<file path="src/rtl/temporal_encoder_16.sv">
`timescale 1ns/1ps
// temporal_encoder_16
// Time-to-first-spike encoder for 16 lines. An accepted vector of T_W-bit
// values opens a window of 2^T_W cycles; line i falls (1->0) in the window
// cycle equal to its value and stays low until a one-cycle gap restores all
// lines high. The all-ones value means "no spike" for that line.
// Every output comes straight from a flop. The next output values are
// computed from the next state, so each output flop already holds the value
// for the state that is entered on the same edge.
module temporal_encoder_16 #(
  parameter int T_W = 3
) (
  input  logic             clk,
  input  logic             rst_n,
  input  logic             in_valid,
  output logic             in_ready,
  input  logic [16*T_W-1:0] in_values,
  output logic [15:0]      spike_out,
  output logic             busy,
  output logic             window_done
);

  localparam logic [T_W-1:0] MAX = '1;

  typedef enum logic [1:0] {
    IDLE = 2'd0,
    FIRE = 2'd1,
    GAP  = 2'd2
  } state_t;

  state_t              state_reg, state_next;
  logic [T_W-1:0]      cnt_reg, cnt_next;
  logic [16*T_W-1:0]   vals_reg, vals_next;
  logic [15:0]         spike_reg, spike_next;
  logic                ready_reg, ready_next;
  logic                busy_reg, busy_next;
  logic                done_reg, done_next;
  logic                accept;

  // A vector is taken only while the ready flop is high; at all other times
  // the inputs are ignored.
  assign accept = in_valid & ready_reg;

  // Next-state and window counter logic.
  always_comb begin
    state_next = state_reg;
    cnt_next   = cnt_reg;
    vals_next  = vals_reg;
    case (state_reg)
      IDLE: begin
        if (accept) begin
          vals_next  = in_values;
          cnt_next   = '0;
          state_next = FIRE;
        end
      end
      FIRE: begin
        // The counter holds at MAX on the last cycle; the window never wraps.
        if (cnt_reg == MAX) begin
          state_next = GAP;
        end else begin
          cnt_next = cnt_reg + 1'b1;
        end
      end
      GAP: begin
        state_next = IDLE;
      end
      default: begin
        state_next = IDLE;
      end
    endcase
  end

  // Handshake/status values for the state being entered.
  always_comb begin
    ready_next = (state_next == IDLE);
    busy_next  = (state_next != IDLE);
    done_next  = (state_next == FIRE) && (cnt_next == MAX);
  end

  // One comparator per line: the line is low once the window count has
  // reached its value, so equal values fall together in the same cycle.
  generate
    for (genvar gi = 0; gi < 16; gi++) begin : g_line
      logic [T_W-1:0] line_val;
      assign line_val       = vals_next[gi*T_W +: T_W];
      assign spike_next[gi] = !((state_next == FIRE) &&
                                (line_val <= cnt_next) &&
                                (line_val != MAX));
    end
  endgenerate

  // State, counter, latched values and output flops; reset aborts any window.
  always_ff @(posedge clk or negedge rst_n) begin
    if (!rst_n) begin
      state_reg <= IDLE;
      cnt_reg   <= '0;
      vals_reg  <= '1;
      spike_reg <= 16'hFFFF;
      ready_reg <= 1'b1;
      busy_reg  <= 1'b0;
      done_reg  <= 1'b0;
    end else begin
      state_reg <= state_next;
      cnt_reg   <= cnt_next;
      vals_reg  <= vals_next;
      spike_reg <= spike_next;
      ready_reg <= ready_next;
      busy_reg  <= busy_next;
      done_reg  <= done_next;
    end
  end

  assign spike_out   = spike_reg;
  assign in_ready    = ready_reg;
  assign busy        = busy_reg;
  assign window_done = done_reg;

endmodule

</file>
<file path="config.mk">
export PLATFORM = sky130hd
export DESIGN_NAME = temporal_encoder_16
export DESIGN_NICKNAME = d
export VERILOG_FILES = /design/src/rtl/temporal_encoder_16.sv
export SDC_FILE = /design/constraint.sdc
export NUM_CORES = 1
export LEC_CHECK = 0
export BUFFER_PORTS_ARGS = -buffer_cell sky130_fd_sc_hd__buf_2
export CAP_MARGIN = 20
export CORE_MARGIN = 8
export CORE_UTILIZATION = 35
export CTS_CLUSTER_DIAMETER = 40
export CTS_CLUSTER_SIZE = 12
export DETAILED_ROUTE_END_ITERATION = 16
export PLACE_DENSITY = 0.59
export SLEW_MARGIN = 25
export SYNTH_ARGS = -nofsm -noshare
export SYNTH_HDL_FRONTEND = slang
export SYNTH_SLANG_ARGS = --single-unit
</file>
<file path="constraint.sdc">
create_clock -name clk -period 3.2 [get_ports clk]
set_input_delay 0.64 -clock clk [delete_from_list [all_inputs] [get_ports clk]]
set_output_delay 0.64 -clock clk [all_outputs]
set_load 0.1 [all_outputs]
</file>
== Word level (Yosys, flattened, before mapping) ==
Cells that the tools add are included.

* Register bits after elaboration: 72
* Bits of input ports: 51
* Output and inout port bits: 19
* Logic and storage cells: 105

* Add/subtract/negate cells: 1
* $lt $le $gt $ge: 16
* Equal/unequal tests: 20
* Mux-type cells: 8
* Bitwise gates (word level): 1
* Reductions and logical operators: 52

{| class="wikitable"
|+ Operators by type and width
! kind !! count
|-
| 48-bit two-way mux || 2
|-
| 3-bit less-or-equal comparator || 16
|-
| 3-bit != test (second input constant) || 16
|-
| 1-bit logical AND || 33
|-
| 1-bit logical NOT || 16
|-
| 3-bit equality test (second input constant) || 2
|-
| 3-bit two-way mux || 2
|-
| 3-bit one-hot mux with 2 select lines || 1
|-
| 2-bit by 1-bit equality test with 1-bit output (second input constant) || 2
|-
| 2-bit logical NOT || 2
|-
| 2-bit two-way mux || 2
|-
| 2-bit one-hot mux with 2 select lines || 1
|-
| 3-bit by 1-bit adder with 3-bit output (second input constant) || 1
|-
| 2-bit nonzero test || 1
|-
| 1-bit bitwise AND || 1
|}

== Longest topological paths before layout ==
Gate-level depths: netlist of run 1.

* Depth after elaboration: 7
* Gate-level depth with buffers: 11
* Gate-level depth less buffers: 9

== Worst setup path before layout of run 1 ==
No wires, ideal clock.

* Kind: register to register
* Start point: register ready_reg (netlist: in_ready)
* End point: register spike_reg[10] (netlist: spike_out[10])
* Setup time: 0.084 ns
* Arrival time: 2.992 ns
* Data required time: 3.116 ns
* Setup slack: 0.125 ns
* Stages on the path, launching flop included: 7
* Buffers on the path: 0
* Period minus slack after synthesis: 3.075 ns
* Path through: dfstp_2 -> nand3_1 -> a22oi_1 -> ha_1 -> a41oi_1 -> a41oi_1 -> a311o_1

* Word-level cells in the longest chain between the ends: 7
* Elaborated cells on any way between the ends: 13
* Classes of those cells: 1 x order compare; 2 x eq/ne; 6 x mux; 1 x bitwise; 3 x reduce/logical

{| class="wikitable"
|+ RTL lines
! item !! RTL line !! RTL
|-
| from (decl) || 35 || <nowiki>logic ready_reg, ready_next;</nowiki>
|-
| from (signal assigned) || 108 || <nowiki>ready_reg <= ready_next;</nowiki>
|-
| 1-bit bitwise AND (*) || 42 || <nowiki>assign accept = in_valid & ready_reg;</nowiki>
|-
| 3-bit two-way mux (tied with other cells) || 51 || <nowiki>if (accept) begin</nowiki>
|-
| 3-bit one-hot mux with 2 select lines (tied with other cells) || 49 || <nowiki>case (state_reg)</nowiki>
|-
| 3-bit less-or-equal comparator / 2-bit by 1-bit equality test with 1-bit output (equally long branches) || 88, 87 ||
|-
| 1-bit logical AND || 87 || <nowiki>assign spike_next[gi] = !((state_next == FIRE) &&</nowiki>
|-
| 1-bit logical AND (*) || 88 || <nowiki>(line_val <= cnt_next) &&</nowiki>
|-
| 1-bit logical NOT (*) || 87 ||
|-
| via spike_next[10] || 34 || <nowiki>logic [15:0] spike_reg, spike_next;</nowiki>
|-
| to (signal assigned) || 107 || <nowiki>spike_reg <= spike_next;</nowiki>
|-
| to (decl) || 34 ||
|}

Mark *: on every way through the listed nets, which the timed path passes. The rest lies on a longest branch.

== Worst setup path after layout of run 1 ==
* Start point: register cnt_reg[0]
* End point: register spike_reg[2] (netlist: spike_out[2])

* Word-level cells in the longest chain between the ends: 7
* Elaborated cells on any way between the ends: 12
* Classes of those cells: 1 x add/sub; 1 x order compare; 2 x eq/ne; 5 x mux; 3 x reduce/logical

{| class="wikitable"
|+ RTL lines
! item !! RTL line !! RTL
|-
| from (decl) || 32 || <nowiki>logic [T_W-1:0] cnt_reg, cnt_next;</nowiki>
|-
| from (signal assigned) || 105 || <nowiki>cnt_reg <= cnt_next;</nowiki>
|-
| 3-bit by 1-bit adder with 3-bit output / 3-bit equality test (equally long branches) || 62, 59 ||
|-
| 3-bit two-way mux / 2-bit two-way mux (equally long branches) || 59 || <nowiki>if (cnt_reg == MAX) begin</nowiki>
|-
| 3-bit one-hot mux with 2 select lines / 2-bit one-hot mux with 2 select lines (equally long branches) || 49 ||
|-
| 3-bit less-or-equal comparator / 2-bit by 1-bit equality test with 1-bit output (equally long branches) || 88, 87 ||
|-
| 1-bit logical AND (*) || 87 ||
|-
| 1-bit logical AND (*) || 88 ||
|-
| 1-bit logical NOT (*) || 87 ||
|-
| via spike_next[2] || 34 ||
|}

Marks and branches as above.

==> results.txt, run 1 <==
- Global-route wire length before repair: around 17 mm
* Average size of a mapped cell: about 11 sq um
* Post-Syn Instances: around 370
- In this run the worst path has a maximum fanout of 13.
- In the routed design, unresolved DRC markers number 0.
* Number of vias after detailed routing: 3195
- End of the worst register-to-register path: spike_out[2]
* Min-delay worst type: register to register
* Die footprint: 0.01518 sq mm
- Effective utilization at floorplan: a little over a third
- Unrepaired setup endpoints after global routing: no
* Reg2reg setup slack: approximately 0.43 ns
* Via count of the first global-routing pass: approximately 3600
- The HPWL after detailed placement is 7.375 mm.
- Worst hold path depth: 2
- Startpoint type of the worst setup path: register
- In this run the most critical hold path is launched from vals_reg[35].
- Number of synthesized register bits: between 70 and 80
- After detailed routing, the average wire length per cell comes to approximately 17 um.
- Flip-flop count of the largest register after layout: 48
- Clock latency reported for the late side of the worst-skew pair: 0.33 ns
- Instance area at placement: 0.004574 sq mm
* Post-cts hold buffer count: 0
- Async set or reset register ratio after synthesis: 100.0%
- Post-route cell area: 0.004916 sq mm
- The max-slew violation count is 0.
- # fillers: between 1000 and 1500
- Remaining antenna violation count after routing: 0
- After layout, the minimum clock period comes to approximately 2.8 ns.
* DR vias/cell: 5.361
- The routed design has 10.16 mm of wire.
* Post-synthesis sequential area ratio: between 40% and 50%
- The most used flip-flop cell after synthesis is sky130_fd_sc_hd__dfstp_2.
- The startpoint identified for the worst register-to-register timing path is cnt_reg[0].
* Total iterations of the first detailed-routing run: 4
- For this run the aggregate overflow at the end of global routing stands at 0.
- Mapped Nets: 449
- Die height: ~120 um
* Required time of the critical path: roughly 3.4 ns
- Placed Instances: 580
- The number of different library cells used by synthesis comes to 42.
- Clock slew at reported path FFs: 0.06 ns
- After floorplanning, the core was divided into 39 placement rows.
- Max Cap Viol: 0
- Fmax: 0.3608 GHz
* Kind of critical path: register to register
- Clock tree synthesis selected as its root buffer the cell sky130_fd_sc_hd__clkbuf_16.
- Most frequent cells in the layout: sky130_fd_sc_hd__buf_2, sky130_fd_sc_hd__dfstp_2, sky130_fd_sc_hd__nand2_1, sky130_fd_sc_hd__mux2_2, sky130_fd_sc_hd__inv_1
- After clock tree synthesis, the setup repair step added 0 buffers.
- Total core area: around 0.011 sq mm
* R2R depth: 9
* Layout Area Growth over Synthesis: 22.25%
- Worst Tran Pin Value: ~1.0 ns
- After the first detailed-routing iteration, the DRC count stood at around 180.
- The H-tree was split into 3 levels.
- The count of endpoints failing hold in the final timing report was 0.
- Headroom to the max-slew limit came out at roughly 33%.
* Synthesis warning total: 0
- The clock passes through at most 2 buffers.
- The count of cells in the finished layout, fillers not included, comes to 596.
* Share of final-layout standard cells stronger than drive strength 1: between 40% and 50%
- TritonCTS built the clock tree.
* Top-level port count: 70
- Critical Path End Type: register
* Count of instances resized after the clock tree is built: 0
* Final count of negative-setup-slack endpoints: 0
- For hold timing, the worst endpoint is vals_reg[35].
* Worst Path Arrival: roughly 3.0 ns
* Final period util: just under 90%
* Total routing usage reported by global routing: between 10% and 20%
* # clock sinks: 72
- 0 antenna diodes ended up in the layout.
- Width of the die: between 100 and 150 um
* Summed instance area of the synthesized netlist: 0.004021 sq mm
- Entering global routing, the biggest net connects 43 pins.
* Total clock buffers created by CTS: 9
- Status: completed
- In this run, synthesis inferred 0 flip-flops with an integrated enable.
* Post-route setup TNS: 0 ns
- Leaving out fill and tap cells, the most frequent cell in the layout is sky130_fd_sc_hd__buf_2.
- Final clock skew: 0.005056 ns
* Placer congestion estimate: 0.7959
- Antenna violations before repair: 0
* Buffers added on ports: 69
* NumNets Final: between 500 and 600
## area by class of cell
type	count	area [sq um]	share of cell area (%)
sequential	72	1883	38.31
multi-input combinational	258	1949	39.65
inverter	28	105.1	2.138
clock buffer	12	266.5	5.421
timing repair buffer	79	457.9	9.315
tap	143	178.9	3.640
clock inverter	4	75.07	1.527
## worst max path at each step
| stage | startpoint | end | slack [ns] | cells after the start |
|---|---|---|---|---|
| floorplan | in_ready | spike_out[10] | 0.12 | 6 |
| global placement | in_valid | spike_out[2] | 0.43 | 9 |
| detailed placement | in_valid | spike_out[2] | 0.41 | 9 |
| CTS | cnt_reg[0] | spike_out[2] | 0.41 | 9 |
| global route | cnt_reg[0] | spike_out[2] | 0.20 | 9 |
| finish | cnt_reg[0] | spike_out[2] | 0.43 | 9 |
## per-layer routing
| layer | wire length (um) | global-route usage, % | up-vias |
|---|---|---|---|
| li1 | - | - | 1536 |
| met1 | 4462 | 16.38 | 1559 |
| met2 | 5023 | 23.83 | 80 |
| met3 | 486 | 3.379 | 20 |
| met4 | 186 | 6.847 | 0 |
| met5 | 0 | 0 | - |
## cells in the mapped netlist (all sizes together), types with 5 or more instances
cell type,count,area share (%)
a311o,6,1.5
a21oi,14,1.7
and2,7,1.1
a41oi,12,2.6
nor3,5,0.75
a21o,6,1.1
o31ai,5,0.93
nand2,32,3.0
buf,6,1.9
dfstp,65,42
mux2,28,7.8
mux2i,16,4.0
nor2,15,1.4
ha,27,8.4
dfrtp,7,4.4
o21ai,28,3.5
nand3,9,1.1
clkbuf,7,0.65
inv,28,2.6
a31oi,12,1.9
o32ai,6,1.3
## per-stage QoR
step	utilization [%]	worst slack, ns	hold slack, ns
floorplan	-	0.1246	0.3444
global placement	40.41	0.4323	0.4781
detailed placement	40.41	0.4051	0.4843
CTS	43.42	0.4085	0.4940
global route	43.42	0.1989	0.5097
finish	43.42	0.4286	0.4907
## worst max-delay path: stages (launching register included)
cell and delay, ns:
sky130_fd_sc_hd__dfrtp_1 0.42, sky130_fd_sc_hd__ha_1 0.26, sky130_fd_sc_hd__and2_1 0.21, sky130_fd_sc_hd__nor3_2 0.52, sky130_fd_sc_hd__or2_2 0.44, sky130_fd_sc_hd__ha_1 0.31
sky130_fd_sc_hd__nor2_1 0.14, sky130_fd_sc_hd__nand2_1 0.08, sky130_fd_sc_hd__a21bo_2 0.21, sky130_fd_sc_hd__o2111ai_1 0.10
## kinds of logic after synthesis
logic type	share of synthesized area, %
compound gates	18.51
mux	11.82
simple gates	9.303
fa+ha+maj	8.401
flops	46.83
buf+inv	5.134
Power of run 1 is left out: the tool's default activity adds up to more than one toggle a clock period on the data nets, which glitch-free logic cannot reach.
==> run 2, diff against run 1 <==
Clock period 3.2 ns to 3.06 ns, I/O delays scaled along.
==> results.txt, run 2 (synthesis gave the netlist of run 1 again) <==
- The number of buffers created by CTS came to 9 (unchanged).
- Remaining antenna violation count after routing: 0 (unchanged)
- Placed Instances: 582 (+0.34%)
- The die boundary height came to 123.2 um (unchanged).
* Setup WS pre-CTS: 0.2374 ns (-0.1677 ns)
- The library cell used most frequently in the layout, excluding fill and tap cells, is sky130_fd_sc_hd__buf_2.
- The HPWL after detailed placement was 7.443 mm (+0.93%).
* End of the worst register-to-register path: spike_out[1]
* Setup slack after layout: 0.2276 ns (-0.2009 ns)
- Number of placement rows: 39 (unchanged)
* NumNets Final: 528 (+0.38%)
* # fillers: 1109 (-1.9%)
- The die area is 0.01518 sq mm (unchanged).
* Min Tclk post-route: 2.832 ns (+0.06095 ns)
- Flip-flop count of the largest register after layout: 48 (unchanged)
- The critical path is of the register to register type.
- Buffer levels on the longest clock path: 2 (unchanged)
- The effective utilization at floorplan came to 35.52% (unchanged).
- Count of instances resized after the clock tree is built: 0 (unchanged)
- Worst Tran Pin Value: 1.019 ns (+0.02089 ns)
- The worst slew margin relative to its limit was 32.07% (-1.4 points).
- Final count of negative-setup-slack endpoints: 0 (unchanged)
- Setup repair after global routing left no endpoint under its margin.
- The first-pass GRT wire length came to 16.60 mm (-1.6%).
- The run finished with clean final reports.
* Startpoint type of the worst setup path: register
* Min-delay worst type: input port to asynchronous set/reset pin
- The clock slew at the register clock pins of the worst setup and hold paths came to 0.06 ns (about the same).
- The maximum number of pins on one net before global-route repair was 41 (-4.7%).
- R2R depth: 9 (unchanged)
- DR vias/cell: 5.396 (+0.66%)
* Final cell count without fillers: 598 (+0.34%)
- The max-slew violation count is 0 (unchanged).
- Max Cap Viol: 0 (unchanged)
* Total length of routed wires: 10.25 mm (+0.95%)
- Wirelength per Cell: 17.15 um (+0.61%)
- The clock sink count came to 72 (unchanged).
- The required time reported for the critical path endpoint came to 3.31 ns (-0.13 ns).
- The share of layout cells above drive strength 1 is 44.18% (+0.25 points).
* Width of the die: 123.2 um (unchanged)
- CTS placed an instance of sky130_fd_sc_hd__clkbuf_16 at the clock tree root.
* Layout Area Growth over Synthesis: 21.69%
* Placer congestion estimate: 0.8003 (+0.55%)
- The slack of the worst reg-to-reg path came to 0.23 ns (-0.20 ns).
- Final period util: 92.56% (+6.0 points)
- Top-level port count: 70 (unchanged)
- The post-route standard cell area excluding fillers is 0.004893 sq mm (-0.46%).
- Number of vias after detailed routing: 3227 (+1.0%)
- TritonCTS built the clock tree.
- The worst endpoint data arrival time came to 3.08 ns (+0.07 ns).
- The number of hold buffers added after CTS is 0 (unchanged).
- Iteration-0 DRC count of the detailed router: 194 (+7.2%)
* Diodes inserted: 0 (unchanged)
- Fmax: 0.3531 GHz (-2.2%)
- The core footprint was 0.01132 sq mm (unchanged).
- Buffers added on ports: 69 (unchanged)
* Buffer count from post-CTS setup fixing: 0 (unchanged)
- Largest driver fanout on the critical path: 13 (unchanged)
- The number of detailed-routing iterations run before antenna repair came to 4 (unchanged).
- Instance area at placement: 0.004589 sq mm (+0.33%)
- Source of the worst register-to-register timing path: cnt_reg[0]
* Antenna violations before repair: 0 (unchanged)
- Most frequent cells in the layout: sky130_fd_sc_hd__buf_2, sky130_fd_sc_hd__dfstp_2, sky130_fd_sc_hd__nand2_1, sky130_fd_sc_hd__mux2_2, sky130_fd_sc_hd__inv_1
- Drt drc: 0 (unchanged)
- Residual overflow from global routing: 0 (unchanged)
* Final clock skew: 0.003956 ns (-0.001100 ns)
- Number of levels the H-tree was split into: 3 (unchanged)
- The global router's overall resource usage came to 13.89% (-0.17 points).
* Via count of the first global-routing pass: 3373 (-6.6%)
- Critical Path End Type: register
- The count of endpoints failing hold in the final timing report is 0 (unchanged).
- The summed negative setup slack over all endpoints was 0 ns (unchanged).
- Clock latency reported for the late side of the worst-skew pair: 0.33 ns (about the same)
-- run 2: cell types whose count changed in the layout (fill, tap and decap cells not counted), sizes merged --
cell      delta
buf          +2
bufinv       -2
clkbuf       +2
clkinv       +2
clkinvlp     -2
-- run 2: critical path: stages (launching register included) --
cell and delay, ns:
sky130_fd_sc_hd__dfrtp_1 0.42, sky130_fd_sc_hd__ha_1 0.25, sky130_fd_sc_hd__and3_1 0.23, sky130_fd_sc_hd__o31a_1 0.38, sky130_fd_sc_hd__or2_2 0.51, sky130_fd_sc_hd__ha_1 0.37
sky130_fd_sc_hd__nor2_1 0.05, sky130_fd_sc_hd__o21ai_0 0.19, sky130_fd_sc_hd__o22ai_1 0.11, sky130_fd_sc_hd__a211o_1 0.25
-- run 2: per-layer routing --
layer / global-route usage, % / vias to the layer above / part of all wire [%]
met3: 3.242 / 19 / 5.7
met2: 21.70 / 95 / 47
li1: - / 1536 / -
met1: 17.88 / 1577 / 45
met5: 0 / - / 0
met4: 6.471 / 0 / 2.2
-- run 2: layout make-up --
class                           count  area (sq um)  area share, %
Multi-Input combinational cell    258          1949          39.84
Sequential cell                    72          1883          38.48
Clock buffer                       14         294.0          6.009
Timing Repair Buffer               81         473.0          9.665
Inverter                           28         105.1          2.148
Tap cell                          143         178.9          3.656
Clock inverter                      2         10.01         0.2046
-- run 2: how the worst max path moves through the flow --
stage	from	endpoint	slack (ns)
3_5_place_dp	in_valid	spike_out[1]	0.24
4_1_cts	cnt_reg[0]	spike_out[1]	0.25
2_1_floorplan	in_ready	spike_out[13]	0.13
3_3_place_gp	in_valid	spike_out[2]	0.32
5_1_grt	cnt_reg[0]	spike_out[2]	0.15
6_report	cnt_reg[0]	spike_out[1]	0.23
-- run 2: through the flow --
stage               hold slack, ns  utilization [%]
floorplan                   0.3164                -
global placement            0.4777            40.54
detailed placement          0.4775            40.54
CTS                         0.3982            43.23
global route                0.4317            43.23
finish                      0.3810            43.23
Power of run 2 is left out for the same reason.
==> run 3, diff against run 2 <==
Clock period 3.06 ns to 2.63 ns, I/O delays scaled along.
==> results.txt, run 3 (synthesis gave the netlist of run 1 again) <==
* R2R depth: 7 (-2)
- The die boundary height is 123.2 um (unchanged).
- The tree is rooted in a sky130_fd_sc_hd__clkbuf_16.
- Largest driver fanout on the critical path: 12 (-1)
* Min-delay worst type: input port to asynchronous set/reset pin
* Die footprint: 0.01518 sq mm (unchanged)
- Final cell count without fillers: 607 (+1.5%)
- Walking the worst path, the cells encountered are nor4bb_4, buf_4, mux2_2, ha_1, a41oi_1, a41oi_1, a311o_1.
* Placed Instances: 591 (+1.5%)
* Met3 WL post-DR: 720 um (+22%)
- The number of buffers created by CTS is 9 (unchanged).
- Min Tclk post-route: 2.513 ns (-0.3195 ns)
- Required time of the critical path: 2.89 ns (-0.42 ns)
- The setup skew after layout was 0.005044 ns (+0.001088 ns).
- Share of final-layout standard cells stronger than drive strength 1: 45.91% (+1.7 points)
* Total length of routed wires: 10.45 mm (+1.9%)
* Maximum number of pins on one net before global-route repair: 29 (-29%)
* Headroom to the max-slew limit: 52.34% (+20 points)
* DR vias/cell: 5.353 (-0.81%)
- Residual overflow from global routing: 0 (unchanged)
- Routed wl met2: 4.944 mm (+3.2%)
- The die width was 123.2 um (unchanged).
- The smallest hold slack came to 0.1892 ns (-0.1919 ns).
* Remaining antenna violation count after routing: 0 (unchanged)
- Cell mode on critical path: sky130_fd_sc_hd__a41oi_1
- The via count was 3249 (+0.68%).
- The detail-routed net length per standard cell is 17.22 um (+0.43%).
* Fmax: 0.3979 GHz (+13%)
* Worst Path Arrival: 2.77 ns (-0.31 ns)
* Buffers added on ports: 69 (unchanged)
- The DRC violations left came to 0 (unchanged).
- Clock slew at reported path FFs: 0.06 ns (about the same)
- The flow ran to the end, and the final reports show no timing, DRC or antenna violations.
* Worst Tran Pin Value: 0.7150 ns (-0.3040 ns)
- The count of endpoints failing hold in the final timing report is 0 (unchanged).
- Startpoint type of the worst setup path: register
- The count of max-cap constraint violations is 0 (unchanged).
* Top-level port count: 70 (unchanged)
* Count of instances resized after the clock tree is built: 0 (unchanged)
- Iteration-0 DRC count of the detailed router: 188 (-3.1%)
* # clock sinks: 72 (unchanged)
* Critical Path Max Stage Delay: 0.64 ns (+0.13 ns)
- Via count of the first global-routing pass: 3437 (+1.9%)
- Most frequent cells in the layout: sky130_fd_sc_hd__buf_2, sky130_fd_sc_hd__dfstp_2, sky130_fd_sc_hd__nand2_1, sky130_fd_sc_hd__mux2_2, sky130_fd_sc_hd__inv_1
- The core footprint was 0.01132 sq mm (unchanged).
- Unrepaired setup endpoints after global routing: yes
- Kind of critical path: register to register
- NumNets Final: 537 (+1.7%)
- Total iterations of the first detailed-routing run: 4 (unchanged)
* Diodes inserted: 0 (unchanged)
- Flip-flop count of the largest register after layout: 48 (unchanged)
- Number of levels the H-tree was split into: 3 (unchanged)
- The initial antenna violation count was 0 (unchanged).
* Post-cts hold buffer count: 0 (unchanged)
- The number of endpoints failing setup at the final stage was 0 (unchanged).
* Pins Over Slew Limit: 0 (unchanged)
- Slowest cell on crit path: sky130_fd_sc_hd__dfstp_4
- The library cell used most frequently in the layout, excluding fill and tap cells, is sky130_fd_sc_hd__buf_2.
- The clock latency at the later pin of the worst-skew pair is 0.34 ns (about the same).
- CTS tree: done
- The share of the clock period used by the worst path after layout came to 95.55% (+3.0 points).
* Placer congestion estimate: 0.8333 (+4.1%)
- Critical Path End Type: register
- The maximum root-to-sink buffer count was 2 (unchanged).
- The placement row count was 39 (unchanged).
- Layout Area Growth over Synthesis: 25.48%
- Final HPWL from detailed placement: 7.719 mm (+3.7%)
* Global-route wire length before repair: 16.94 mm (+2.0%)
- Buffer count from post-CTS setup fixing: 0 (unchanged)
* Effective utilization at floorplan: 35.52% (unchanged)
- Wl on met1: 4.661 mm (+0.32%)
- Top layer reached by signal wires: met4
* Total routing usage reported by global routing: 14.25% (+0.36 points)
[run 3: critical path, delay by kind of cell (launching register included)]
kind	cells	cell delay [ns]
AO/OA/AOI/OAI	3	0.58
AND/OR/NAND/NOR	1	0.24
buffers and inverters	1	0.26
adder cells (fa/ha/maj)	1	0.33
flip-flops	1	0.64
multiplexers	1	0.38
[run 3: path summary, 6_finish.rpt]
kind / endpoint / slack, ns / startpoint
setup / recovery: spike_out[10] / 0.12 / in_ready
hold / removal: cnt_reg[1] / 0.19 / rst_n
setup reg to reg: spike_out[10] / 0.12 / in_ready
hold reg to reg: vals_reg[47] / 0.49 / vals_reg[47]
max in group asynchronous: vals_reg[46] / 1.68 / rst_n
min in group clk: vals_reg[47] / 0.42 / in_values[47]
[run 3: layout make-up]
| cell class | count | area [sq um] |
|---|---|---|
| fill | 1073 | 6275 |
| multi-input combinational | 258 | 2001 |
| sequential | 72 | 1887 |
| timing repair buffer | 90 | 540.5 |
| clock buffer | 14 | 274.0 |
| tap | 143 | 178.9 |
| inverter | 28 | 105.1 |
| clock inverter | 2 | 60.06 |
[run 3: stage by stage]
step / worst slack (ns) / instance area [sq um] / TNS, ns / util (%)
after detailed placement: 0.03819 / 4703 / 0 / 41.55
after CTS: 0.07570 / 5037 / 0 / 44.50
final: 0.1171 / 5046 / 0 / 44.57
after global placement: 0.1066 / 4703 / 0 / 41.55
after floorplan: -0.03151 / 4085 / -0.1693 / -
after global routing: -0.01592 / 5046 / -0.04043 / 44.57
[run 3: layer usage]
metal  vias up  global-route usage (%)
met2        94                   23.08
met1      1598                   17.47
met3        13                   4.795
met5         -                       0
met4         0                   4.740
li1       1544                       -
Power of run 3 is left out for the same reason.
